### src/rtl/cadence_pkg.sv
// Shared types and constants for the cadence sensor emulator.
// Holds the FSM state type, LFSR taps/seed and the LFSR step function.
package cadence_pkg;

    typedef enum logic [1:0] {
        IDLE,
        BOUNCE,
        STABLE
    } cad_state_t;

    localparam logic [15:0] CAD_LFSR_TAPS      = 16'hB400;
    localparam logic [15:0] CAD_LFSR_SEED_DFLT = 16'hACE1;

    // Fibonacci step for x^16+x^14+x^13+x^11+1, new bit enters at bit 0.
    function automatic logic [15:0] lfsr_step(input logic [15:0] q);
        return {q[14:0], ^(q & CAD_LFSR_TAPS)};
    endfunction

endpackage

### src/rtl/cadence_if.sv
// Config and sensor-output bundle of cadence_gen.
// master = generator (drives the sensor lines), slave = consumer (drives config).
interface cadence_if #(
    parameter int HP_W = 24,
    parameter int BL_W = 16
);
    logic            en;
    logic [HP_W-1:0] half_period;
    logic [BL_W-1:0] bounce_len;
    logic            cadence;
    logic            cadence_gold;
    logic            edge_pulse;
    logic [7:0]      edge_cnt;

    modport master (
        input  en, half_period, bounce_len,
        output cadence, cadence_gold, edge_pulse, edge_cnt
    );

    modport slave (
        output en, half_period, bounce_len,
        input  cadence, cadence_gold, edge_pulse, edge_cnt
    );
endinterface

### src/rtl/lfsr16.sv
// 16-bit Fibonacci noise source; advances only when adv is high.
// Ports: clk, rst (sync, active high), adv, seed -> q.
module lfsr16
    import cadence_pkg::*;
(
    input  logic        clk,
    input  logic        rst,
    input  logic        adv,
    input  logic [15:0] seed,
    output logic [15:0] q
);

    always_ff @(posedge clk) begin
        if (rst) begin
            q <= seed;
        end else if (adv) begin
            q <= lfsr_step(q);
        end
    end

endmodule

### src/rtl/cadence_gen.sv
// Pedal-cadence sensor emulator: clean square wave plus a bouncy copy.
// Ports: clk, rst (sync, active high), bus (cadence_if.master).
module cadence_gen
    import cadence_pkg::*;
#(
    parameter int          HALF_PER_W = 24,
    parameter int          BOUNCE_W   = 16,
    parameter logic [15:0] LFSR_SEED  = CAD_LFSR_SEED_DFLT
) (
    input  logic      clk,
    input  logic      rst,
    cadence_if.master bus
);

    localparam int CNT_W = (HALF_PER_W > BOUNCE_W) ?
                           HALF_PER_W : BOUNCE_W;

    // An all-zero seed would lock the LFSR.
    localparam logic [15:0] SEED_EFF =
        (LFSR_SEED == 16'h0) ? 16'h0001 : LFSR_SEED;

    cad_state_t       state, state_n;
    logic [CNT_W-1:0] cnt, cnt_n;
    logic [CNT_W-1:0] hp_l, hp_l_n;
    logic [CNT_W-1:0] hp_in, bl_in;
    logic             gold, gold_n;
    logic             cad, cad_n;
    logic             pulse, pulse_n;
    logic [7:0]       ecnt, ecnt_n;
    logic [15:0]      lfsr_q;
    logic             adv;
    logic             toggle;

    lfsr16 u_lfsr (
        .clk  (clk),
        .rst  (rst),
        .adv  (adv),
        .seed (SEED_EFF),
        .q    (lfsr_q)
    );

    assign hp_in = (bus.half_period == '0) ?
                   CNT_W'(1) : CNT_W'(bus.half_period);
    assign bl_in = CNT_W'(bus.bounce_len);

    // Disable has priority over the STABLE expiry toggle.
    assign toggle = bus.en &&
                    ((state == IDLE) ||
                     (state == STABLE && cnt == CNT_W'(1)));

    assign adv = bus.en && (state == BOUNCE);

    always_ff @(posedge clk) begin
        if (rst) begin
            state <= IDLE;
            cnt   <= '0;
            hp_l  <= CNT_W'(1);
            gold  <= 1'b0;
            cad   <= 1'b0;
            pulse <= 1'b0;
            ecnt  <= '0;
        end else begin
            state <= state_n;
            cnt   <= cnt_n;
            hp_l  <= hp_l_n;
            gold  <= gold_n;
            cad   <= cad_n;
            pulse <= pulse_n;
            ecnt  <= ecnt_n;
        end
    end

    always_comb begin
        state_n = state;
        cnt_n   = cnt;
        hp_l_n  = hp_l;
        gold_n  = gold;
        cad_n   = cad;
        pulse_n = 1'b0;
        ecnt_n  = ecnt;
        if (!bus.en) begin
            state_n = IDLE;
            cad_n   = gold;
        end else if (toggle) begin
            gold_n  = ~gold;
            pulse_n = 1'b1;
            ecnt_n  = ecnt + 8'd1;
            hp_l_n  = hp_in;
            if (bl_in != '0) begin
                state_n = BOUNCE;
                cnt_n   = bl_in;
                cad_n   = lfsr_q[0];
            end else begin
                state_n = STABLE;
                cnt_n   = hp_in;
                cad_n   = ~gold;
            end
        end else begin
            unique case (state)
                BOUNCE: begin
                    if (cnt > CNT_W'(1)) begin
                        cad_n = lfsr_q[0];
                        cnt_n = cnt - CNT_W'(1);
                    end else begin
                        cad_n   = gold;
                        cnt_n   = hp_l;
                        state_n = STABLE;
                    end
                end
                STABLE: begin
                    cad_n = gold;
                    cnt_n = cnt - CNT_W'(1);
                end
                default: begin
                    state_n = IDLE;
                end
            endcase
        end
    end

    assign bus.cadence      = cad;
    assign bus.cadence_gold = gold;
    assign bus.edge_pulse   = pulse;
    assign bus.edge_cnt     = ecnt;

endmodule

### src/flat_wrapper.sv
// flat-port wrapper written by rule: the top's interface ports become plain ports
module cadence_gen_flat import cadence_pkg::*;
#(
    parameter int          HALF_PER_W = 24,
    parameter int          BOUNCE_W   = 16,
    parameter logic [15:0] LFSR_SEED  = CAD_LFSR_SEED_DFLT
)
  (clk, rst, bus_en, bus_half_period, bus_bounce_len, bus_cadence, bus_cadence_gold, bus_edge_pulse, bus_edge_cnt);
  cadence_if #(.HP_W(24), .BL_W(16)) bus_i ();
  input  logic clk;
  input  logic rst;
  input wire logic [$bits(bus_i.en)-1:0] bus_en;
  input wire logic [$bits(bus_i.half_period)-1:0] bus_half_period;
  input wire logic [$bits(bus_i.bounce_len)-1:0] bus_bounce_len;
  output wire logic [$bits(bus_i.cadence)-1:0] bus_cadence;
  output wire logic [$bits(bus_i.cadence_gold)-1:0] bus_cadence_gold;
  output wire logic [$bits(bus_i.edge_pulse)-1:0] bus_edge_pulse;
  output wire logic [$bits(bus_i.edge_cnt)-1:0] bus_edge_cnt;
  assign bus_i.en = bus_en;
  assign bus_i.half_period = bus_half_period;
  assign bus_i.bounce_len = bus_bounce_len;
  assign bus_cadence = bus_i.cadence;
  assign bus_cadence_gold = bus_i.cadence_gold;
  assign bus_edge_pulse = bus_i.edge_pulse;
  assign bus_edge_cnt = bus_i.edge_cnt;
  cadence_gen #(.HALF_PER_W(HALF_PER_W), .BOUNCE_W(BOUNCE_W), .LFSR_SEED(LFSR_SEED)) u_core (.clk(clk), .rst(rst), .bus(bus_i));
endmodule
### config.mk
export PLATFORM = sky130hd
export DESIGN_NAME = cadence_gen_flat
export DESIGN_NICKNAME = d
export VERILOG_FILES = /design/src/rtl/cadence_pkg.sv /design/src/rtl/cadence_if.sv /design/src/rtl/lfsr16.sv /design/src/rtl/cadence_gen.sv /design/src/flat_wrapper.sv
export SDC_FILE = /design/constraint.sdc
export NUM_CORES = 1
export LEC_CHECK = 0
export ABC_AREA = 0
export CAP_MARGIN = 0
export CORE_AREA = 3 3 105 82
export CTS_BUF_LIST = sky130_fd_sc_hd__clkbuf_2 sky130_fd_sc_hd__clkbuf_4 sky130_fd_sc_hd__clkbuf_8
export DETAILED_ROUTE_END_ITERATION = 12
export DIE_AREA = 0 0 108 85
export GPL_TIMING_DRIVEN = 0
export PLACE_DENSITY = 0.83
export SYNTH_ARGS = -nofsm -noshare
export SYNTH_HDL_FRONTEND = slang
export SYNTH_SLANG_ARGS = --single-unit
### constraint.sdc
create_clock -name clk -period 3.15 [get_ports clk]
set_input_delay 0.4725 -clock clk [delete_from_list [all_inputs] [get_ports clk]]
set_output_delay 0.4725 -clock clk [all_outputs]
set_load 0.05 [all_outputs]
# After elaboration in Yosys (flattened, before gate mapping)
# Cells that the tools add are included.
[word_totals]
latchBits = 0
output_inout_bits = 11
ram_bits = 0
register_bits = 77
mem_count = 0
rom_bits = 0
[classes]
eq_ne = 6
addsub = 2
reduce_logical = 13
muxes = 15
div_mod_pow = 0
order_cmp = 1
shifts = 0
mul = 0
n_bitwise = 2
[ops]
columns = ["operator", "count"]
rows = [
  ["24-bit 2-to-1 mux", 4],
  ["24-bit one-hot mux with 2 select lines", 1],
  ["24-bit by 1-bit == test with 1-bit output, second input constant", 1],
  ["24-bit by 1-bit > comparator with 1-bit output, second input constant", 1],
  ["24-bit zero test", 1],
  ["24-bit nonzero test", 1],
  ["24-bit by 1-bit subtractor with 24-bit output, second input constant", 1],
  ["16-bit XOR reduction", 1],
  ["8-bit by 1-bit adder with 8-bit output, second input constant", 1],
  ["2-bit 2-to-1 mux", 3],
  ["2-bit AND reduction", 3],
  ["1-bit 2-to-1 mux", 5],
  ["4-bit by 1-bit inequality test with 1-bit output, second input constant", 1],
  ["2-bit one-hot mux with 2 select lines", 1],
  ["1-bit logical AND", 3],
  ["3-bit by 2-bit inequality test with 1-bit output, second input constant", 1],
  ["3-bit nonzero test", 1],
  ["2-bit by 1-bit == test with 1-bit output, second input constant", 1],
  ["2-bit == test, second input constant", 1],
  ["2-bit zero test", 1],
  ["2-bit by 1-bit inequality test with 1-bit output, second input constant", 1],
  ["1-bit inverter", 2],
  ["1-bit one-hot mux with 2 select lines", 1],
  ["2-bit OR reduction", 1],
  ["1-bit logical OR", 1],
]

# Depth between registers and ports, before layout
# Gate-level depths: netlist (run 1).
[logic_depth]
depth_word = 6
mapped_depth = 10

# Modules after synthesis
# A second synthesis (run 1) with hierarchy kept.
[hier_totals]
hier_cells = 491
hier_area_um2 = 4251.6
[by_module_without_submodules]
columns = ["mod", "cells_per_inst", "instances", "area_per_inst_um2"]
rows = [
  ["cadence_gen", 452, 1, 3503.4],
  ["lfsr16", 39, 1, 748.2],
]

# Least setup slack after synthesis (run 1)
# No wires, ideal clock.
[synth_timing]
path_type = "register to register"
start = "register u_core.cnt[0]"
end = "register u_core.cnt[16]"
path_slack_ns = 0.736
setup_ns = 0.103
stages_incl_launch_ff = 10
t_arrival_ns = 2.310
path_buffers = 1
required_ns = 3.047
cell_sequence = "dfxtp_1 > inv_1 > ha_1 > or4b_1 > clkbuf_1 > or4_4 > nor3_2 > xor2_1 > mux2i_1 > a2111oi_2"
[synth_between]
elab_chain_len = 6
word_cells_on_any_way = 11
[synth_lines]
columns = ["element", "line_no", "text"]
rows = [
  ["from (decl)", "cadence_gen.sv:23", "logic [CNT_W-1:0] cnt, cnt_n;"],
  ["from (signal assigned)", "cadence_gen.sv:64", "cnt <= cnt_n;"],
  ["branches (longest 6 deep; another with 24-bit by 1-bit subtractor with 24-bit output)", "n/a", ""],
]
# Parallel ways; which one is timed is not known.
# A chain may end at the register's enable or synchronous reset.

# Worst setup path after layout (run 1)
[layout_timing]
start = "register u_core.cnt[18]"
end = "register u_core.cnt[22]"
# The elaborated chain is that of the path after synthesis.

==> results of run 1 <==
[worst register-to-register path, stage by stage, from the launching register on]
cell and delay [ns]:
dfxtp_1 0.38, nor4_2 0.47, nand4_1 0.36, nor3_1 0.34, o21a_1 0.43, nor2b_1 0.69, a311oi_1 0.23
[area by class of cell]
type | count | area [um^2]
tap | 105 | 131
clock inverter | 4 | 32.5
fill | 658 | 2820
timing repair buffer | 53 | 531
multi-input combinational | 411 | 2350
buffer | 33 | 139
sequential | 77 | 1540
inverter | 10 | 37.5
clock buffer | 12 | 159
[per-layer routing]
metal  up-vias  GRT usage  wire [um]
li1       2041          -          -
met1      2071      0.413       5590
met2       279      0.402       5490
met3        35      0.106       1650
met4         0     0.0814        220
met5         -          0          0
[how the worst max path moves through the flow]
stage                             from            endpoint  slack (ns)
floorplan                u_core.cnt[0]      u_core.cnt[16]        0.74
global placement    bus_bounce_len[10]      u_core.cnt[14]      -0.005
detailed placement  bus_bounce_len[10]      u_core.cnt[14]        -0.1
CTS                     u_core.cnt[18]  u_core.bus.cadence        0.17
global route            u_core.cnt[18]      u_core.cnt[22]        0.02
finish                  u_core.cnt[18]      u_core.cnt[22]        0.07
[per-stage QoR]
| step | setup TNS (ns) | hold WS, ns | area (um^2) | setup WS (ns) |
|---|---|---|---|---|
| floorplan | 0 | 0.429 | 4050 | 0.736 |
| global placement | -0.00470 | 0.436 | 4720 | -0.00470 |
| detailed placement | -0.211 | 0.445 | 4720 | -0.0998 |
| CTS | 0 | 0.456 | 4910 | 0.169 |
| global route | 0 | 0.479 | 4920 | 0.0166 |
| finish | 0 | 0.455 | 4920 | 0.0689 |
[cell families (layout without fill, tap and decap cells)]
family | count (synthesis) | in the layout | share of synthesized area
AO/OA/AOI/OAI | 153 | 153 | 0.228
XOR/XNOR | 24 | 24 | 0.0519
adder cells (fa/ha/maj) | 6 | 6 | 0.0185
buffers and inverters | 43 | 112 | 0.0435
flip-flops | 77 | 77 | 0.380
multiplexers | 8 | 8 | 0.0198
AND/OR/NAND/NOR | 220 | 220 | 0.258
[registers in the layout (all words and copies together), names as in the netlist]
name,count
u_core.cnt,24
u_core.hp_l,24
u_core.u_lfsr.q,16
u_core.bus.edge_cnt,8
u_core.state,2
u_core.bus.cadence,1
u_core.bus.cadence_gold,1
u_core.bus.edge_pulse,1
[cells in the mapped netlist (2+ instances only)]
master     count
a221oi_1       5
a21oi_1       76
a211oi_2       2
and4_1         2
inv_1         10
or4_1          3
o31a_1         2
a211oi_1       8
a311oi_1       2
o21bai_1       2
clkbuf_1      25
or3_1          9
ha_1           6
dfxtp_1       77
o221ai_1       2
o21a_1         2
buf_2          6
nand4_1        8
nor2_1        28
nor4_1        18
or2_2          4
xor2_1        13
or4_4          2
o22ai_1        2
mux2i_1        8
nand3_1       12
a2bb2oi_1      2
xnor2_1       11
o31ai_1        6
nor3_1        18
o21ai_0       26
a31oi_1        7
nand2_1      108
[report_power, final]
part	internal (mW)	total (mW)	switching (mW)	leakage (nW)
registers	1.03	1.09	0.0592	0.632
clock network	0.341	0.725	0.384	0.0922
logic	0.204	0.514	0.311	1.07
[timing repair]
action                                  CTS  global route
endpoints found under the setup margin    0             9
hold buffers                              0             0
resized for setup                         0             3
==> metrics.txt, run 1 <==
RSZ-0062 raised after global routing false; WP data required 3.34 ns; max frequency 0.325 GHz; dpl cells 689; clk_lat worst skew 0.36 ns; worst hold path class flip-flop to flip-flop; Synth Net Count 580; layout cells sized above 1 0.0650; EDFF count, synth 0; crit start category flip-flop; cells taking the most area after synthesis dfxtp_1 (38%), nand2_1 (10%), a21oi_1 (9.4%); Clock Sinks 77; DRC violations left 0; R2R Setup Slk 0.07 ns; leakage 1.79 nW; n_diodes 0; die area 0.00918 mm^2; Die Y 85 um; CP Capture Type flip-flop; H-tree depth 3; Max-Cap Viols 0; area leader, netlist dfxtp_1; post-layout minimum cycle time 3.08 ns; asr flop ratio synth 0; Syn Area/Cell 7.63 um^2; r2r endpoint u_core.cnt[22]; Critical R2R Launch u_core.cnt[18]; Slew Limit Fails 0; largest net degree at the start of global routing 14; Finished Layout Cells 705; overall fraction of global-route tracks in use 0.287; commonest register cell after synthesis dfxtp_1; stages on the worst setup path 6; post-synth cell types 52; Site Rows 28; number of synthesized register bits 77; vias in the first global route 4,026; final wirelength 13,000 um; Final Cycle Share 0.978; Area Overhead vs Synth 21.5%; setup violators final 0; Setup Buffers After CTS 0; Ports 54; Starting Density 0.524; IO Port Bufs 53; Hold Vio Cnt, Final 0; Critical Path Slowest Stage Cell nor2b_1; delay of the slowest critical-path stage 0.69 ns; CTS tree built; worst path bufs/invs 0; status finished clean; most frequent cells in the layout nand2_1 (108), dfxtp_1 (77), a21oi_1 (76), clkdlybuf4s50_1 (53), nor2_1 (27); global route total overflow 0; RePlAce Congestion 1.04; family with the most delay on the worst path simple AND/OR/NAND/NOR gates; Core Footprint 0.00774 mm^2; post-route ant nets 0; Max Buffers Root-to-Sink 2; skew final 0.0112 ns; HP Start u_core.u_lfsr.q[3]; Crit Path Class flip-flop to flip-flop; Peak VDD IR 0.000239 V; global-route wire length before repair 20,600 um; critical-path cell list nor4_2 -> nand4_1 -> nor3_1 -> o21a_1 -> nor2b_1 -> a311oi_1; routed length per instance 18.4 um; Hold Crit Depth 2; Worst Hold End u_core.u_lfsr.q[4]; via count 4,426; sequential fraction of the synthesis area 0.380; via/cell ratio 6.28; Chip Width 108 um; cts bufs inserted 9; iteration count of the initial detailed-routing pass 5; relative slew slack 0.152; Crit Path Max Fanout 10; YS warnings 0; post-layout net count 644; Reg2Reg Depth 6; total power 2.33 mW; clk slew on worst S/H paths 0.09 ns; top cell type's share of synthesized area 0.380; critical path arrival 3.27 ns; hpwl dp 9440 um; initial antenna violation count 0; DR iter-0 viols 452; clock root cell clkbuf_8; Mapped Area 0.00405 mm^2; most common cell after layout, fill and taps aside nand2_1; Synth Instances 531; worst-margin pin slew 1.26 ns; Power Density 472 mW/mm^2; fin util 0.636
No activity file was read; power rests on OpenSTA's default activity.
==> inputs of run 2 (changes only) <==
--- a/config.mk
+++ b/config.mk
@@ -13,6 +13,7 @@
 export DIE_AREA = 0 0 108 85
 export GPL_TIMING_DRIVEN = 0
 export PLACE_DENSITY = 0.83
+export RECOVER_POWER = 100
 export SYNTH_ARGS = -nofsm -noshare
 export SYNTH_HDL_FRONTEND = slang
 export SYNTH_SLANG_ARGS = --single-unit
==> run 2 against run 1 <==
Maximum frequency is 1.9% higher. Critical path depth stayed put. Setup slack better by 0.056 ns. Clock power hardly changed. Final cell count stayed put. Register-to-register slack better by 0.06 ns. Critical endpoint unchanged. Worst hold slack better by 0.0019 ns. Core utilization is 0.15 points lower. Sequential share of layout area is 0.072 points higher. Flip-flop and latch count stayed put. Die area stayed put. Via count is 0.34% lower.
==> metrics.txt, run 2 (synthesis gave the netlist of run 1 again) <==
status finished clean (unchanged); post-route ant nets 0 (unchanged); most frequent cells in the layout nand2_1 (108), dfxtp_1 (77), a21oi_1 (76), clkdlybuf4s50_1 (41), nor2_1 (27) (was nand2_1 (108), dfxtp_1 (77), a21oi_1 (76), clkdlybuf4s50_1 (53), nor2_1 (27)); Crit Path Max Fanout 10 (unchanged); overall fraction of global-route tracks in use 0.287 (unchanged); Core Footprint 0.00774 mm^2 (unchanged); global route total overflow 0 (unchanged); skew final 0.0115 ns (was 0.0112 ns); Setup Buffers After CTS 0 (unchanged); worst hold path class flip-flop to flip-flop (unchanged); final wirelength 13,000 um (about the same); worst path bufs/invs 0 (unchanged); H-tree depth 3 (unchanged); critical path arrival 3.22 ns (was 3.27 ns); clock root cell clkbuf_8 (unchanged); cts hold-fix bufs 0 (unchanged); Clock Sinks 77 (unchanged); CTS tree built (unchanged); global-route wire length before repair 20,600 um (unchanged); iteration count of the initial detailed-routing pass 5 (unchanged); Site Rows 28 (unchanged); Crit Path Class flip-flop to flip-flop (unchanged); RePlAce Congestion 1.04 (unchanged); Hold Vio Cnt, Final 0 (unchanged); routed length per instance 18.4 um (about the same); crit start category flip-flop (unchanged); Chip Width 108 um (unchanged); max frequency 0.331 GHz (was 0.325 GHz); delay of the slowest critical-path stage 0.65 ns (was 0.69 ns); Hold Crit Depth 2 (unchanged); Die Y 85 um (unchanged); vias in the first global route 4,026 (unchanged); n_diodes 0 (unchanged); via count 4,411 (was 4,426); cts bufs inserted 9 (unchanged); relative slew slack 0.158 (was 0.152); family with the most delay on the worst path simple AND/OR/NAND/NOR gates (unchanged); Global Route met1 Usage 0.413 (unchanged); fillcell total 660 (was 658); Power Density 473 mW/mm^2 (was 472 mW/mm^2); die area 0.00918 mm^2 (unchanged); layer with the highest usage met1 (unchanged); top flop regs u_core.cnt x24, u_core.hp_l x24, u_core.u_lfsr.q x16 (unchanged); leakage 1.82 nW (was 1.79 nW); fin util 0.634 (was 0.636); WP data required 3.34 ns (about the same); layout cells sized above 1 0.0600 (was 0.0650); Final TNS setup 0 ns (unchanged); setup violators final 0 (unchanged); cts repair resizes 0 (unchanged); R2R Setup Slk 0.13 ns (was 0.07 ns); post-layout minimum cycle time 3.02 ns (was 3.08 ns); via/cell ratio 6.26 (was 6.28); clk_lat worst skew 0.36 ns (about the same); r2r endpoint u_core.cnt[22] (unchanged); Finished Layout Cells 705 (unchanged); Slew Limit Fails 0 (unchanged); dpl cells 689 (unchanged); Max Buffers Root-to-Sink 2 (unchanged); critical-path cell list nor4_2 -> nand4_1 -> nor3_1 -> o21a_1 -> nor2b_1 -> a311oi_1 (unchanged); M3 GR Usage 0.106 (unchanged); clk slew on worst S/H paths 0.08 ns (was 0.09 ns); GR Util met2 0.402 (unchanged); Reg2Reg Depth 6 (unchanged); Final Cycle Share 0.960 (was 0.978); Ports 54 (unchanged); initial antenna violation count 0 (unchanged); DR iter-0 viols 485 (was 452); Critical R2R Launch u_core.cnt[18] (unchanged); Area Overhead vs Synth 21.2% (was 21.5%); CP Capture Type flip-flop (unchanged); hpwl dp 9440 um (unchanged); post-layout net count 644 (unchanged); Critical Path Slowest Stage Cell nor2b_1 (unchanged); Starting Density 0.524 (unchanged); Peak VDD IR 0.000242 V (was 0.000239 V); total power 2.32 mW (was 2.33 mW); most common cell after layout, fill and taps aside nand2_1 (unchanged); Worst Hold End u_core.u_lfsr.q[4] (unchanged); largest net degree at the start of global routing 14 (unchanged); HP Start u_core.u_lfsr.q[3] (unchanged); RSZ-0062 raised after global routing false (unchanged); Max-Cap Viols 0 (unchanged); IO Port Bufs 53 (unchanged); worst-margin pin slew 1.25 ns (was 1.26 ns); DRC violations left 0 (unchanged)
==> run 2: worst register-to-register path: stages (launching register included) <==
cell and delay (ns):
dfxtp_1 0.38, nor4_2 0.47, nand4_1 0.37, nor3_1 0.35, o21a_1 0.42, nor2b_1 0.66, a311oi_1 0.22
==> run 2: per-layer routing <==
layer | share of wire | up-vias
met4 | 0.020 | 0
met2 | 0.42 | 278
met3 | 0.12 | 36
met1 | 0.43 | 2056
li1 | - | 2041
met5 | 0 | -
==> run 2: layout make-up <==
cell class	instances	area (um^2)	area share
Buffer	33	138	0.0280
Clock buffer	12	159	0.0323
Clock inverter	4	32.5	0.00662
Inverter	10	37.5	0.00764
Multi-Input combinational cell	411	2340	0.477
Sequential cell	77	1540	0.314
Tap cell	105	131	0.0267
Timing Repair Buffer	53	531	0.108
==> run 2: worst max-delay path by stage <==
stage,start,endpoint,slack [ns],depth (start not counted)
after CTS,u_core.cnt[18],u_core.bus.cadence,0.17,7
final,u_core.cnt[18],u_core.cnt[22],0.13,6
after global placement,bus_bounce_len[10],u_core.cnt[14],-0.005,7
after detailed placement,bus_bounce_len[10],u_core.cnt[14],-0.1,7
after floorplan,u_core.cnt[0],u_core.cnt[16],0.74,9
after global routing,u_core.cnt[14],u_core.cnt[14],0.02,7
==> run 2: metrics by stage <==
step	setup slack, ns	hold WS [ns]	cell area, um^2
floorplan	0.736	0.429	4050
global placement	-0.00470	0.436	4720
detailed placement	-0.0998	0.445	4720
CTS	0.169	0.456	4910
global route	0.0220	0.479	4910
finish	0.125	0.457	4910
==> run 2: report_power, final <==
group / switching, mW / internal, mW / leakage (nW)
clock: 0.384 / 0.341 / 0.0922
sequential: 0.0592 / 1.03 / 0.632
combinational: 0.310 / 0.200 / 1.09
==> inputs of run 3 (changes only) <==
==> constraint.sdc (replaced) <==
create_clock -name clk -period 3.15 [get_ports clk]
set_input_delay 0.63 -clock clk [delete_from_list [all_inputs] [get_ports clk]]
set_output_delay 0.63 -clock clk [all_outputs]
set_load 0.05 [all_outputs]
==> results of run 3 <==
The final DEF is identical to that of run 2. Status: finished clean.
Main changes from that run: setup slack after placement -0.0998 ns -> -0.257 ns; setup slack after layout 0.125 ns -> 0.105 ns; start point of the critical path u_core.cnt[18] -> bus_bounce_len[10]; end point of the critical path u_core.cnt[22] -> u_core.cnt[1]
